===== src/rtl/sw_pkg.sv =====
// Shared types and constants for the Smith-Waterman array sequencer.
package sw_pkg;

    localparam int SCORE_W = 12;
    localparam logic signed [SCORE_W-1:0] NEG_INF = 12'sh900;

    typedef enum logic [1:0] {
        BASE_A = 2'd0,
        BASE_C = 2'd1,
        BASE_G = 2'd2,
        BASE_T = 2'd3
    } base_e;

    typedef enum logic [2:0] {
        ST_IDLE,
        ST_LOADQ,
        ST_STREAM,
        ST_DRAIN,
        ST_DONE
    } state_e;

endpackage


===== src/rtl/sw_tap_sel.sv =====
// Picks the MAX/V outputs of one PE by index and reduces them to a
// non-negative alignment score.
module sw_tap_sel
    import sw_pkg::*;
#(
    parameter int N     = 16,
    parameter int LEN_W = 10,
    parameter int SW    = SCORE_W
) (
    input  logic [SW*N-1:0]  arr_max,
    input  logic [SW*N-1:0]  arr_v,
    input  logic [LEN_W-1:0] idx,
    output logic [SW-1:0]    score
);

    logic signed [SW-1:0] max_sel;
    logic signed [SW-1:0] v_sel;

    function automatic logic signed [SW-1:0] max_s(input logic signed [SW-1:0] a,
                                                   input logic signed [SW-1:0] b);
        return (a > b) ? a : b;
    endfunction

    function automatic logic [SW-1:0] clamp_pos(input logic signed [SW-1:0] a);
        return a[SW-1] ? '0 : a;
    endfunction

    // An out-of-range index selects nothing and yields a zero score.
    always_comb begin
        max_sel = '0;
        v_sel   = '0;
        for (int i = 0; i < N; i++) begin
            if (idx == LEN_W'(i)) begin
                max_sel = arr_max[i*SW +: SW];
                v_sel   = arr_v[i*SW +: SW];
            end
        end
    end

    assign score = clamp_pos(max_s(max_sel, v_sel));

endmodule


===== src/rtl/sw_array_ctrl.sv =====
// Job sequencer for the Smith-Waterman systolic array: loads the query,
// streams the target as a gap-free wavefront and returns the tapped score.
module sw_array_ctrl
    import sw_pkg::*;
#(
    parameter int N     = 16,
    parameter int LEN_W = 10,
    parameter int SW    = SCORE_W
) (
    input  logic              clk,
    input  logic              rst,
    input  logic              start_valid,
    output logic              start_ready,
    input  logic [LEN_W-1:0]  q_len,
    input  logic [LEN_W-1:0]  t_len,
    output logic              q_rd_en,
    output logic [LEN_W-1:0]  q_rd_addr,
    input  logic [1:0]        q_rd_data,
    output logic              t_rd_en,
    output logic [LEN_W-1:0]  t_rd_addr,
    input  logic [1:0]        t_rd_data,
    output logic [2*N-1:0]    pe_S,
    output logic              pe_changeS,
    output logic [1:0]        pe_T,
    output logic              pe_init,
    output logic [SW-1:0]     pe_V_in,
    output logic [SW-1:0]     pe_MAX_in,
    output logic [SW-1:0]     pe_F_in,
    input  logic [SW*N-1:0]   arr_max,
    input  logic [SW*N-1:0]   arr_v,
    output logic              res_valid,
    input  logic              res_ready,
    output logic [SW-1:0]     res_score,
    output logic              res_err
);

    localparam logic [LEN_W-1:0] N_L = LEN_W'(N);

    state_e           state;
    state_e           state_n;
    logic [LEN_W-1:0] cnt;
    logic [LEN_W-1:0] q_len_r;
    logic [LEN_W-1:0] t_len_r;
    logic [LEN_W-1:0] tap_idx;
    logic [2*N-1:0]   pe_s_r;
    logic             q_vld_p0;
    logic [LEN_W-1:0] q_idx_p0;
    logic             init_p0;
    logic             chg_p0;
    logic [SW-1:0]    tap_score;
    logic [SW-1:0]    res_score_r;
    logic             res_err_r;
    logic             hs;
    logic             len_bad;
    logic             load_last;
    logic             stream_last;
    logic             drain_last;

    always_ff @(posedge clk or negedge rst) begin
        if (!rst) begin
            state <= ST_IDLE;
        end else begin
            state <= state_n;
        end
    end

    always_comb begin
        state_n     = state;
        start_ready = 1'b0;
        q_rd_en     = 1'b0;
        t_rd_en     = 1'b0;
        res_valid   = 1'b0;
        hs          = 1'b0;
        load_last   = 1'b0;
        stream_last = 1'b0;
        drain_last  = 1'b0;
        len_bad     = (q_len == '0) || (q_len > N_L) || (t_len == '0);
        case (state)
            ST_IDLE: begin
                start_ready = 1'b1;
                hs          = start_valid;
                if (hs) begin
                    state_n = len_bad ? ST_DONE : ST_LOADQ;
                end
            end
            // One extra cycle lets the last query read land in pe_S.
            ST_LOADQ: begin
                q_rd_en   = (cnt < q_len_r);
                load_last = (cnt == q_len_r);
                if (load_last) begin
                    state_n = ST_STREAM;
                end
            end
            ST_STREAM: begin
                t_rd_en     = (cnt < t_len_r);
                stream_last = (cnt == t_len_r);
                if (stream_last) begin
                    state_n = ST_DRAIN;
                end
            end
            ST_DRAIN: begin
                drain_last = (cnt == q_len_r - LEN_W'(1));
                if (drain_last) begin
                    state_n = ST_DONE;
                end
            end
            ST_DONE: begin
                res_valid = 1'b1;
                if (res_ready) begin
                    state_n = ST_IDLE;
                end
            end
            default: state_n = ST_IDLE;
        endcase
    end

    // Stage p0: read strobes delayed to line up with the RAM data.
    always_ff @(posedge clk or negedge rst) begin
        if (!rst) begin
            cnt         <= '0;
            q_len_r     <= '0;
            t_len_r     <= '0;
            pe_s_r      <= '0;
            q_vld_p0    <= 1'b0;
            q_idx_p0    <= '0;
            init_p0     <= 1'b0;
            chg_p0      <= 1'b0;
            res_score_r <= '0;
            res_err_r   <= 1'b0;
        end else begin
            q_vld_p0 <= q_rd_en;
            q_idx_p0 <= cnt;
            init_p0  <= t_rd_en;
            chg_p0   <= t_rd_en && (cnt == '0);

            if (q_vld_p0) begin
                for (int i = 0; i < N; i++) begin
                    if (q_idx_p0 == LEN_W'(i)) begin
                        pe_s_r[2*i +: 2] <= q_rd_data;
                    end
                end
            end

            if (load_last || stream_last) begin
                cnt <= '0;
            end else if (state == ST_LOADQ || state == ST_STREAM || state == ST_DRAIN) begin
                cnt <= cnt + LEN_W'(1);
            end

            if (hs) begin
                q_len_r     <= q_len;
                t_len_r     <= t_len;
                cnt         <= '0;
                pe_s_r      <= '0;
                res_score_r <= '0;
                res_err_r   <= len_bad;
            end

            if (drain_last) begin
                res_score_r <= tap_score;
                cnt         <= '0;
            end

            if (state == ST_DONE && res_ready) begin
                res_score_r <= '0;
                res_err_r   <= 1'b0;
            end
        end
    end

    assign tap_idx = q_len_r - LEN_W'(1);

    sw_tap_sel #(
        .N     (N),
        .LEN_W (LEN_W),
        .SW    (SW)
    ) u_tap_sel (
        .arr_max (arr_max),
        .arr_v   (arr_v),
        .idx     (tap_idx),
        .score   (tap_score)
    );

    assign q_rd_addr  = q_rd_en ? cnt : '0;
    assign t_rd_addr  = t_rd_en ? cnt : '0;
    assign pe_S       = pe_s_r;
    assign pe_init    = init_p0;
    assign pe_changeS = chg_p0;
    assign pe_T       = init_p0 ? t_rd_data : 2'b00;
    assign pe_V_in    = '0;
    assign pe_MAX_in  = '0;
    assign pe_F_in    = SW'(NEG_INF);
    assign res_score  = res_score_r;
    assign res_err    = res_err_r;

endmodule

===== config.mk =====
export PLATFORM = sky130hd
export DESIGN_NAME = sw_array_ctrl
export DESIGN_NICKNAME = d
export VERILOG_FILES = /design/src/rtl/sw_pkg.sv /design/src/rtl/sw_tap_sel.sv /design/src/rtl/sw_array_ctrl.sv
export SDC_FILE = /design/constraint.sdc
export NUM_CORES = 1
export LEC_CHECK = 0
export ABC_AREA = 1
export CAP_MARGIN = 20
export CORE_ASPECT_RATIO = 0.7
export CORE_MARGIN = 2
export CORE_UTILIZATION = 25
export CTS_CLUSTER_SIZE = 25
export DETAILED_ROUTE_END_ITERATION = 16
export GPL_ROUTABILITY_DRIVEN = 0
export PLACE_DENSITY_LB_ADDON = 0.05
export SLEW_MARGIN = 20
export SYNTH_ARGS = -nofsm -noshare
export SYNTH_HDL_FRONTEND = slang
export SYNTH_HIERARCHICAL = 1
export SYNTH_SLANG_ARGS = --single-unit

===== constraint.sdc =====
create_clock -name clk -period 10.41 [get_ports clk]
set_input_delay 1.041 -clock clk [delete_from_list [all_inputs] [get_ports clk]]
set_output_delay 1.041 -clock clk [all_outputs]
set_load 0.05 [all_outputs]

# ---- Word level (Yosys, flattened, before mapping)
# Cells that the tools add are included.
dict set report op_classes {
  add_sub_neg 2
  muxes 79
  n_reduce_logical 50
  n_eq_ne 42
  n_lt_le_gt_ge 4
}
# operator count
set ops {}
lappend ops {{$mux W12} 36}
lappend ops {{$eq A10 B4 Y1 const B} 16}
lappend ops {{$eq A10 B3 Y1 const B} 8}
lappend ops {{$mux W32} 2}
lappend ops {{$mux W10} 6}
lappend ops {{$logic_not A10 Y1} 5}
lappend ops {{$eq A10 B2 Y1 const B} 4}
lappend ops {{$reduce_bool A2 Y1} 18}
lappend ops {{$mux W2} 17}
lappend ops {{$reduce_and A2 Y1} 16}
lappend ops {{$eq A10 B10 Y1} 3}
lappend ops {{$eq A10 B1 Y1 const B} 2}
lappend ops {{$lt A10 B10 Y1} 2}
lappend ops {{$mux W3} 6}
lappend ops {{$pmux W3 S5} 1}
lappend ops {{$gt A12 B12 Y1} 1}
lappend ops {{$mux W11} 1}
lappend ops {{$add A10 B1 Y10 const B} 1}
lappend ops {{$gt A10 B5 Y1 const B} 1}
lappend ops {{$mux W1} 10}
lappend ops {{$ne A2 B2 Y1 const B} 5}
lappend ops {{$sub A10 B1 Y10 const B} 1}
lappend ops {{$eq A3 B2 Y1 const B} 2}
lappend ops {{$logic_or A1 B1 Y1} 5}
lappend ops {{other kinds (7)} 8}
dict set report totals {
  output_inout_bits 109
  regBits 91
  elab_cells 203
  inputBits 412
}

# ---- Depth between registers and ports, before layout
dict set report depth {
  depth_word 23
  ltp_mapped 38
  ltp_nobuf 37
}

# ---- Hierarchy
# Netlist, hierarchy kept.
# module seq_area_each_um2 n_inst cells_each area_each_um2
set by_module_without_submodules {}
lappend by_module_without_submodules {sw_array_ctrl 2277.2 1 689 5372.7}
lappend by_module_without_submodules {sw_tap_sel 0.0 1 704 3523.4}

# ---- Worst setup path after synthesis
# OpenSTA, ideal clock, no wires.
dict set report synth_timing {
  path_type {register to register}
  from {register q_len_r[0]}
  to {register res_score_r[9] (netlist: res_score[9])}
  n_path_buf 3
  setup_slack_ns 5.817
  required_ns 10.290
  setup_time_ns 0.120
  synth_period_minus_slack_ns 4.593
  arrival_time_ns 4.473
  path_stages_with_launch 33
  cell_sequence {dfrtp_1 inv_1 ha_1 nand2_2 o21ai_2 nand2_2 inv_1 nor2_4 inv_2 buf_2 nor3_1 clkbuf_1 a221oi_1 nand3_1 a221oi_1 nand3_1 a221oi_1 nand4_1 a21oi_1 ha_1 a21oi_1 o21ai_0 nand3_2 nand3_1 nand2_1 nand3_4 buf_6 nand2_1 nand2_1 nand2_1 inv_1 nand3_1 nand2_1}
}
dict set report synth_via {
  elab_chain_cells 23
  word_cells_on_any_way 57
  classes_between {add/sub (1); order compare (1); eq/ne (16); mux (37); reduce/logical (2)}
}
# item line
set synth_lines {}
lappend synth_lines {{start, declared} sw_array_ctrl.sv:42} ;# logic [LEN_W-1:0] q_len_r;
lappend synth_lines {{start signal, assigned} sw_array_ctrl.sv:151} ;# q_len_r <= q_len;
lappend synth_lines {{$sub A10 B1 Y10 *} sw_array_ctrl.sv:171} ;# assign tap_idx = q_len_r - LEN_W'(1);
lappend synth_lines {{named net tap_idx[0]} sw_array_ctrl.sv:44} ;# logic [LEN_W-1:0] tap_idx;
lappend synth_lines {{$logic_not A10 Y1} sw_tap_sel.sv:33} ;# if (idx == LEN_W'(i)) begin
lappend synth_lines {{$mux W12 (16 in a row)} sw_tap_sel.sv:33}
lappend synth_lines {{$gt A12 B12 Y1} sw_tap_sel.sv:21} ;# return (a > b) ? a : b;
lappend synth_lines {{$mux W12 *} sw_tap_sel.sv:21}
lappend synth_lines {{$mux W11 *} sw_tap_sel.sv:25} ;# return a[SW-1] ? '0 : a;
lappend synth_lines {{named net tap_score[9]} sw_array_ctrl.sv:50} ;# logic [SW-1:0] tap_score;
lappend synth_lines {{$mux W12 *} sw_array_ctrl.sv:159} ;# if (drain_last) begin
lappend synth_lines {{$mux W12 *} sw_array_ctrl.sv:164} ;# if (state == ST_DONE && res_ready) begin
lappend synth_lines {{end signal, assigned} sw_array_ctrl.sv:160} ;# res_score_r <= tap_score;
lappend synth_lines {{end, declared} sw_array_ctrl.sv:51} ;# logic [SW-1:0] res_score_r;
# Mark *: on every way through the listed nets, which the timed path passes. The rest lies on a longest branch.
# A chain may end at the register's enable or synchronous reset.

# ---- Worst setup path after layout
dict set report layout_timing {
  from {register q_len_r[0]}
  to {register res_score_r[5] (netlist: res_score[5])}
}
# Same word-level chain as after synthesis.

==> out/qor.csv <==
metric;value;unit
status;finished clean;
worst-path-buf-inv;6;
skew;0.00938;ns
met2_usage;43.7;%
core;0.0349;mm^2
drive_above_1_share;6.23;%
finalSetupTns;0;ns
rows;57;
path_max_fanout;24;
synth_edf_count;0;
p_leak;6.39;nW
cts_buffers;9;
syn_avg_cell_area;6.39;um^2
grt.busiest_layer;met2;
regToRegSetupSlack;3.87;ns
num-fill-cells;3618;
clk_latency;0.36;ns
powerDensity;211;mW/mm^2
ys_seq_area_share;25.6;%
die_area;0.0371;mm^2
async_reset_ff_share;100;%
yosys_warnings;6;
synthCells;1393;
fin_nets;2302;
setup_violations;0;
grt_use_met3;5.97;%
wl_per_cell;22.4;um
worst_hold_slack;0.494;ns
max_freq;153;MHz
met1_usage;37.2;%
numPortBuffers;484;
criticalPathCategory;register to register;
critPathCaptureType;register;
clock_sinks;91;
fin_area;0.0145;mm^2
place_hpwl;44.4;mm
path_clk_slew;0.07;ns
ant_nets;0;
hold_start;pe_S[8];
finalCritPeriodShare;62.8;%
initial_core_util;25.5;%
regToRegStartpoint;q_len_r[0];
finalHoldViolations;0;
post-route-drc-count;0;
startpoint_type;register;
ff2ff_path_depth;30;
vias;11540;
drt_first_pass_iters;5;
slew_headroom;22.0;%
grt_max_degree;66;
cts_hold_buffers;0;
yosys-top-cells-area;dfrtp_1 26%, nand2_1 19%, nand3_1 6.8%, ha_1 4.8%, inv_1 4.7%;
antenna_found_initial;4;
worstSetupStartpoint;q_len_r[0];
post-cts-setup-buffers;0;
cts_buffer_depth;2;
design.portCount;521;
grt-ovfl-total;0;
synth_ff_type;dfrtp_1;
viasPerCell;4.93;
grt_usage;27.2;%
rsz0062_at_grt;false;
arrival;6.79;ns
cp.depth;30;
cts_resized;0;
slew_violations;0;
htree_levels;3;
drt_iter0_markers;883;
synth_top_area_cell;dfrtp_1;
required;10.66;ns
cp_slowest_cell;nor2_1;
hold_path.class;register to register;
die_w;229;um
area_growth;62.5;%
drv_cap;0;
root_buffer;clkbuf_16;
reg2reg_to;res_score[5];
grt_pass1_vias;11279;
grt_pass1_wl;74.8;mm
max-vdd-ir-drop;0.000198;V
postPlaceCellArea;0.0141;mm^2
fin_crit;6.54;ns
crit_path_end;res_score[5];
total_power;3.04;mW
layout.cells.most_common_list;483 x clkdlybuf4s50_1, 450 x nand2_1, 120 x nand3_1, 111 x inv_1, 101 x nor2_1;
critPathTopFamily;simple AND/OR/NAND/NOR gates;
cts_tree;yes;
worst_slew_pin_slew;1.16;ns
synthDistinctLibCells;53;
synth.top_cell.area_share;25.6;%
synth-seq-cells;91;
final_common_cell;clkdlybuf4s50_1;
syn_area;0.00890;mm^2
totalWireLength;52.4;mm
cp_slowest_stage_delay;0.76;ns
fp.dieH;162;um
-- worst min path at each step --
stage,slack (ns),to,depth (start not counted)
floorplan,0.45,t_len_r[0],2
global placement,0.47,pe_S[8],2
detailed placement,0.48,pe_S[8],2
CTS,0.50,pe_S[8],2
global route,0.52,pe_S[8],2
finish,0.49,pe_S[8],2
-- cell type report --
type	count	area, um^2	share of cell area, %
multi-input combinational	1122	5800	40.1
timing repair buffer	501	4970	34.4
sequential	91	2280	15.8
tap	472	591	4.09
inverter	131	494	3.42
clock buffer	9	225	1.56
clock inverter	7	81.3	0.563
antenna	6	15.0	0.104
-- synth_stat cells, types with 10 or more instances --
library cell / count
o21ai_0: 68
nand2_1: 450
a21oi_1: 69
clkbuf_1: 31
nand4_1: 64
dfrtp_1: 91
nor2_1: 104
a221oi_1: 39
nand3_1: 120
inv_1: 111
inv_2: 15
nand2_2: 17
ha_1: 34
nor3_1: 26
buf_4: 37
nor4_1: 10
-- power by group --
part,switching [mW],internal [mW]
logic,1.51,0.711
registers,0.0617,0.415
clock network,0.156,0.191
-- metrics by stage --
| step | worst slack, ns | utilization [%] | instances |
|---|---|---|---|
| 3_3_place_gp | 4.18 | 40.5 | 2316 |
| 6_report | 3.87 | 41.4 | 2339 |
| 5_1_grt | 3.34 | 41.4 | 2337 |
| 4_1_cts | 4.04 | 41.3 | 2332 |
| 3_5_place_dp | 4.06 | 40.5 | 2316 |
| 2_1_floorplan | 5.82 | - | 1427 |
-- worst min-delay path, stage by stage, from the launching register on --
cell and delay (ns):
dfrtp_1 0.35, nand2_1 0.05, o21ai_0 0.06
-- kinds of logic after synthesis --
kind of cell    after synthesis  synth area share [%]
fa+ha+maj                    34                  4.78
flops                        91                  25.6
simple gates                838                  43.5
other cells                   3                 0.127
buf+inv                     214                  11.2
xor+xnor                      9                 0.886
compound gates              204                  13.9
-- per-layer routing --
metal	up-vias	wire [um]
met5	-	0
met3	49	3530
li1	5569	-
met4	0	981
met1	5466	23600
met2	456	24300
-- state kept, by name (all words and copies together) (netlist names) --
name	cells
q_idx_p0	10
pe_init	1
pe_S	32
pe_changeS	1
state	3
q_len_r	10
q_vld_p0	1
cnt	10
res_score	12
t_len_r	10
res_err	1
Power figures use the tool's default switching activity.
==> RTL change 1 (config.mk and constraints unchanged) <==
Put one more register stage on the output `res_err`, with the module's reset. The value now appears one clock later. The other outputs are not delayed to match.
--- a/src/rtl/sw_array_ctrl.sv
+++ b/src/rtl/sw_array_ctrl.sv
@@ -192,5 +192,11 @@
     assign pe_F_in    = SW'(NEG_INF);
     assign res_score  = res_score_r;
-    assign res_err    = res_err_r;
+    always_ff @(posedge clk or negedge rst) begin
+        if (!rst) begin
+            res_err <= '0;
+        end else begin
+            res_err <= res_err_r;
+        end
+    end
 
 endmodule
Formal check against the unedited RTL: not equivalent (a bounded check fails within 4 cycles, from zero or initial values and one cycle with rst low).
==> RTL change 1 against the unedited design <==
Clock skew increased by 0.0014 ns; sequential cell count increased by 1; design area increased by 0.15%; hold slack got worse by 0.12 ns; total power decreased by 1.8%; count of clock-buffer cells in the layout unchanged; utilization about the same; global-route usage decreased by 0.40 points; worst setup slack got worse by 0.21 ns; routed wire length decreased by 1.3%; area after synthesis increased by 0.28%; via count decreased by 0.26%; critical path type unchanged; highest routed layer is now met5.
==> RTL change 1: results (changes against the unedited design) <==
Power
  • VDD IR-drop max: 0.227 mV (+15%)
  • Leakage power total: 6.39 nW (about the same)
  • Net Switching: 1.69 mW (-2.2%)

Clock network
  • CTS HTree Levels: 3 (unchanged)
  • Max clock buf depth: 2 (unchanged)
  • TritonCTS Buffers: 9 (unchanged)
  • Post-CTS Setup Inserts: 0 (unchanged)
  • Clock transition at the registers of the reported paths: 0.07 ns (about the same)

Cells and area
  • Share of cells above drive strength 1: 0.0623 (about the same)
  • Max reg flops: 32 (unchanged)

Worst setup path
  • R2R depth: 31 (+3.3%)
  • CP delay by family, top: simple AND/OR/NAND/NOR gates
  • Setup crit end kind: flip-flop
  • Slowest-stage cell, CP: nor2_1
  • Critical path's largest stage delay: 0.76 ns (about the same)
  • Worst-path maximum fanout: 24 (unchanged)
  • Worst Path Arrival: 6.99 ns (+0.20 ns)

Detailed routing
  • DRT iter0 DRCs: 992 (+12%)
  • DR pass1 iterations: 5 (unchanged)
  • Routed vias: 11,500 (-0.26%)
  • Final wirelength: 51.7 mm (-1.3%)
  • WL per Instance: 22.1 um (-1.5%)

Global routing
  • Antenna violations before repair: 11 (+7)
  • First-pass GRT wire length: 73.8 mm (-1.3%)
  • Global Route Usage Sum: 0.268 (-0.00395)
  • Vias in the first global route: 11,200 (-0.84%)

Placed design
  • Inst Count DP: 2,318 (+0.086%)
  • Placed Area: 0.0141 mm^2 (+0.23%)
  • DP Worst Slack: 3.84 ns (-0.226 ns)
  • Post-DP HPWL: 43.5 mm (-2.0%)

Status
  • Run status: finished clean

Logic synthesis
  • Synth area leaders: dfrtp_1, nand2_1, nand3_1, ha_1, inv_1
  • Mapped Cells: 1,394 (+0.072%)
  • Register area share after synthesis: 0.258 (+0.00209)
  • Synth cell types: 53 (unchanged)
  • Top cells by count, synth: nand2_1, nand3_1, inv_1
  • Synth Warn #: 6 (unchanged)

Worst hold path
  • Worst Hold Depth: 0 (-2)

STA
  • Slew HR: 0.331 (+0.111)
  • Skew final: 0.0108 ns (+0.00143 ns)

Floorplan
  • Starting density of the core: 0.255 (about the same)
RTL change 1: final cells by class:
cell class                 instances  area (um^2)
sequential                        92         2300
multi-input combinational       1122         5800
clock inverter                     7         70.1
tap                              472          591
clock buffer                       9          225
fill                            3683        20500
inverter                         131          494
timing repair buffer             501         4970
antenna                            8         20.0
RTL change 1: kinds of logic (layout without fill, tap and decap cells):
group / Yosys count / after routing / synth area share
other: 3 / 45 / 0.00126
flip-flops: 92 / 92 / 0.258
AND/OR/NAND/NOR: 838 / 838 / 0.434
AO/OA/AOI/OAI: 204 / 204 / 0.139
XOR/XNOR: 9 / 9 / 0.00884
buffers and inverters: 214 / 648 / 0.112
adder cells (fa/ha/maj): 34 / 34 / 0.0477
RTL change 1: metal layers:
layer	vias to the layer above	global-route usage	wire, um
li1	5581	-	-
met1	5404	0.371	23500
met2	462	0.427	23900
met3	57	0.0495	3300
met4	6	0.0742	997
met5	-	0	30
RTL change 1: worst paths after layout:
kind / startpoint / endpoint / slack, ns
hold / removal: res_err_r / res_err / 0.38
hold reg to reg: res_err_r / res_err / 0.38
setup reg to reg: q_len_r[0] / res_score[3] / 3.66
max in group asynchronous: rst / q_len_r[3] / 8.62
setup / recovery: q_len_r[0] / res_score[3] / 3.66
min in group asynchronous: rst / pe_S[20] / 0.59
RTL change 1: power by group through the flow:
stage          clock network, mW  registers, mW  logic, mW
3_5_place_dp                   0          0.489       2.15
6_report                   0.327          0.483       2.18
2_1_floorplan                  0          0.493       1.57
3_3_place_gp                   0          0.488       2.14
4_1_cts                    0.339          0.482       2.16
5_1_grt                    0.356          0.491       2.43
==> RTL change 2 (same flow settings) <==
Made on the original files. `N` is set to 16 in 2 places; all go to 17.
--- a/src/rtl/sw_tap_sel.sv
+++ b/src/rtl/sw_tap_sel.sv
@@ -4,5 +4,5 @@
     import sw_pkg::*;
 #(
-    parameter int N     = 16,
+    parameter int N     = 17,
     parameter int LEN_W = 10,
     parameter int SW    = SCORE_W
--- a/src/rtl/sw_array_ctrl.sv
+++ b/src/rtl/sw_array_ctrl.sv
@@ -4,5 +4,5 @@
     import sw_pkg::*;
 #(
-    parameter int N     = 16,
+    parameter int N     = 17,
     parameter int LEN_W = 10,
     parameter int SW    = SCORE_W
Interface: changed (resized arr_max, arr_v and pe_S); port bits go from 521 to 547. No check against the original RTL was run, so the function may have changed too.
==> RTL change 2 against the unedited design <==
Routed wire length rose by 5.8%; hold slack got worse by 0.016 ns; non-clock buffer count rose by 26; area after synthesis rose by 6.2%; total power fell by 3.4%; worst setup slack got worse by 0.56 ns; sequential cell count rose by 2; die area rose by 6.1%; design area rose by 5.8%; critical endpoint is now res_score[0]; largest cell class unchanged.
==> RTL change 2: results (changes against the unedited design) <==
Status
  • Run status: finished clean

Logic synthesis
  • Synth Area in Compound Gates: 0.138 (-0.00166)
  • Multiplexer share of the synthesized area: 0 (unchanged)
  • FFs w/ async S/R, synth: 1.00 (unchanged)
  • Synth cell types: 50 (-5.7%)
  • Synth Area in XOR/XNOR: 0.00649 (-0.00237)
  • Synth area leaders: dfrtp_1, nand2_1, nand3_1, inv_1, nor2_1
  • Synth Area in Adders: 0.0450 (-0.00280)
  • Top cells by count, synth: nand2_1, inv_1, nor2_1
  • Register area share after synthesis: 0.246 (-0.00969)
  • Synth Warn #: 6 (unchanged)

Worst hold path
  • Worst Hold Depth: 2 (unchanged)
  • HP Class: reg2reg
  • Hold Path Sink: t_len_r[0]
  • Worst hold path startpoint: t_len_r[0]

Clock network
  • Clock transition at the registers of the reported paths: 0.07 ns (about the same)
  • Max clock buf depth: 2 (unchanged)
  • TritonCTS Buffers: 9 (unchanged)
  • Resized cells post-CTS: 0 (unchanged)
  • Root buffer cell: clkbuf_16
  • CTS HTree Levels: 3 (unchanged)
  • Post-CTS Setup Inserts: 0 (unchanged)
  • Clk_lat worst skew: 0.36 ns (about the same)

Detailed routing
  • Detail Route Antenna Nets: 0 (unchanged)
  • DR pass1 iterations: 5 (unchanged)
  • Drt via density: 4.96 (+0.51%)
  • WL per Instance: 21.7 um (-3.1%)
  • DRT iter0 DRCs: 1,101 (+25%)

Global routing
  • Largest net degree at the start of global routing: 73 (+11%)
  • Antenna violations before repair: 15 (+11)
  • First-pass GRT wire length: 79.2 mm (+5.9%)
  • Vias in the first global route: 11,800 (+4.3%)
  • Global Route Usage Sum: 0.271 (-0.000917)

STA
  • Min Hold Slack: 0.478 ns (-0.0160 ns)
  • Skew final: 0.00631 ns (-0.00308 ns)
  • Tightest Pin Transition: 1.03 ns (-0.126 ns)
  • Tcrit/Tclk final: 0.682 (+0.0535)

Placed design
  • Post-DP HPWL: 46.6 mm (+4.9%)
  • IO buf count: 510 (+5.4%)

Worst setup path
  • R2R depth: 34 (+13%)
  • R2R Path End: res_score[0]
  • Slowest-stage cell, CP: nand2_1
  • Slack of the worst reg-to-reg path: 3.31 ns (-0.56 ns)
  • R2R Path Start: q_len_r[0]
  • Critical path's largest stage delay: 0.75 ns
  • Worst Path Arrival: 7.40 ns (+0.61 ns)
  • Worst-path maximum fanout: 20 (-17%)

Power
  • VDD IR-drop max: 0.256 mV (+30%)
  • Leakage power total: 6.90 nW (+8.0%)

Cells and area
  • Layout fillers: 3,940 (+8.9%)
  • Share of cells above drive strength 1: 0.0472 (-0.0151)
  • Max reg flops: 34 (+6.3%)
  • Final-stage net count: 2,519 (+9.4%)
RTL change 2: logic make-up after synthesis:
| family | after synthesis |
|---|---|
| other | 3 |
| DFF | 93 |
| xor gates and xnor gates | 7 |
| buffers and inverters | 260 |
| adders and majority gates | 34 |
| AOI/OAI and AO/OA | 217 |
| and+or+nand+nor | 948 |
RTL change 2: per-layer routing:
layer,GRT usage,share of wire,up-vias
met5,0,0.00069,-
met4,0.0748,0.018,6
met3,0.0504,0.066,57
met2,0.412,0.45,532
met1,0.390,0.47,5994
li1,-,-,6081
RTL change 2: final cells by class:
| cell class | count | area share |
|---|---|---|
| tap | 488 | 0.0399 |
| inverter | 175 | 0.0430 |
| timing repair buffer | 527 | 0.342 |
| sequential | 93 | 0.152 |
| clock buffer | 13 | 0.0177 |
| clock inverter | 3 | 0.00172 |
| antenna | 13 | 0.00213 |
| multi-input combinational | 1243 | 0.401 |
RTL change 2: worst max-delay path by stage:
stage / from / to
after global placement: q_len_r[0] / res_score[0]
final: q_len_r[0] / res_score[0]
after global routing: q_len_r[0] / res_score[3]
after CTS: q_len_r[0] / res_score[10]
after floorplan: q_len_r[0] / res_score[0]
after detailed placement: q_len_r[0] / res_score[0]
RTL change 2: worst max-delay path, delay by kind of cell, from the launching register on:
kind	cells	cell delay, ns
AOI/OAI and AO/OA	4	1.31
and+or+nand+nor	25	4.00
DFF	1	0.38
adders and majority gates	2	0.65
buffers and inverters	3	0.67
RTL change 2: stage by stage:
stage	cells	cell area (um^2)	setup WS, ns
finish	2555	15300	3.31
global route	2555	15300	2.57
CTS	2542	15300	3.38
detailed placement	2526	15000	3.42
global placement	2526	15000	3.52
floorplan	1596	9580	5.64
RTL change 2: report_power, final:
part	total (mW)	internal, mW	leakage [nW]	switching, mW
Sequential	0.502	0.434	1.24	0.0680
Combinational	2.11	0.702	5.51	1.40
Clock	0.334	0.184	0.147	0.150
Total	2.94	1.32	6.90	1.62
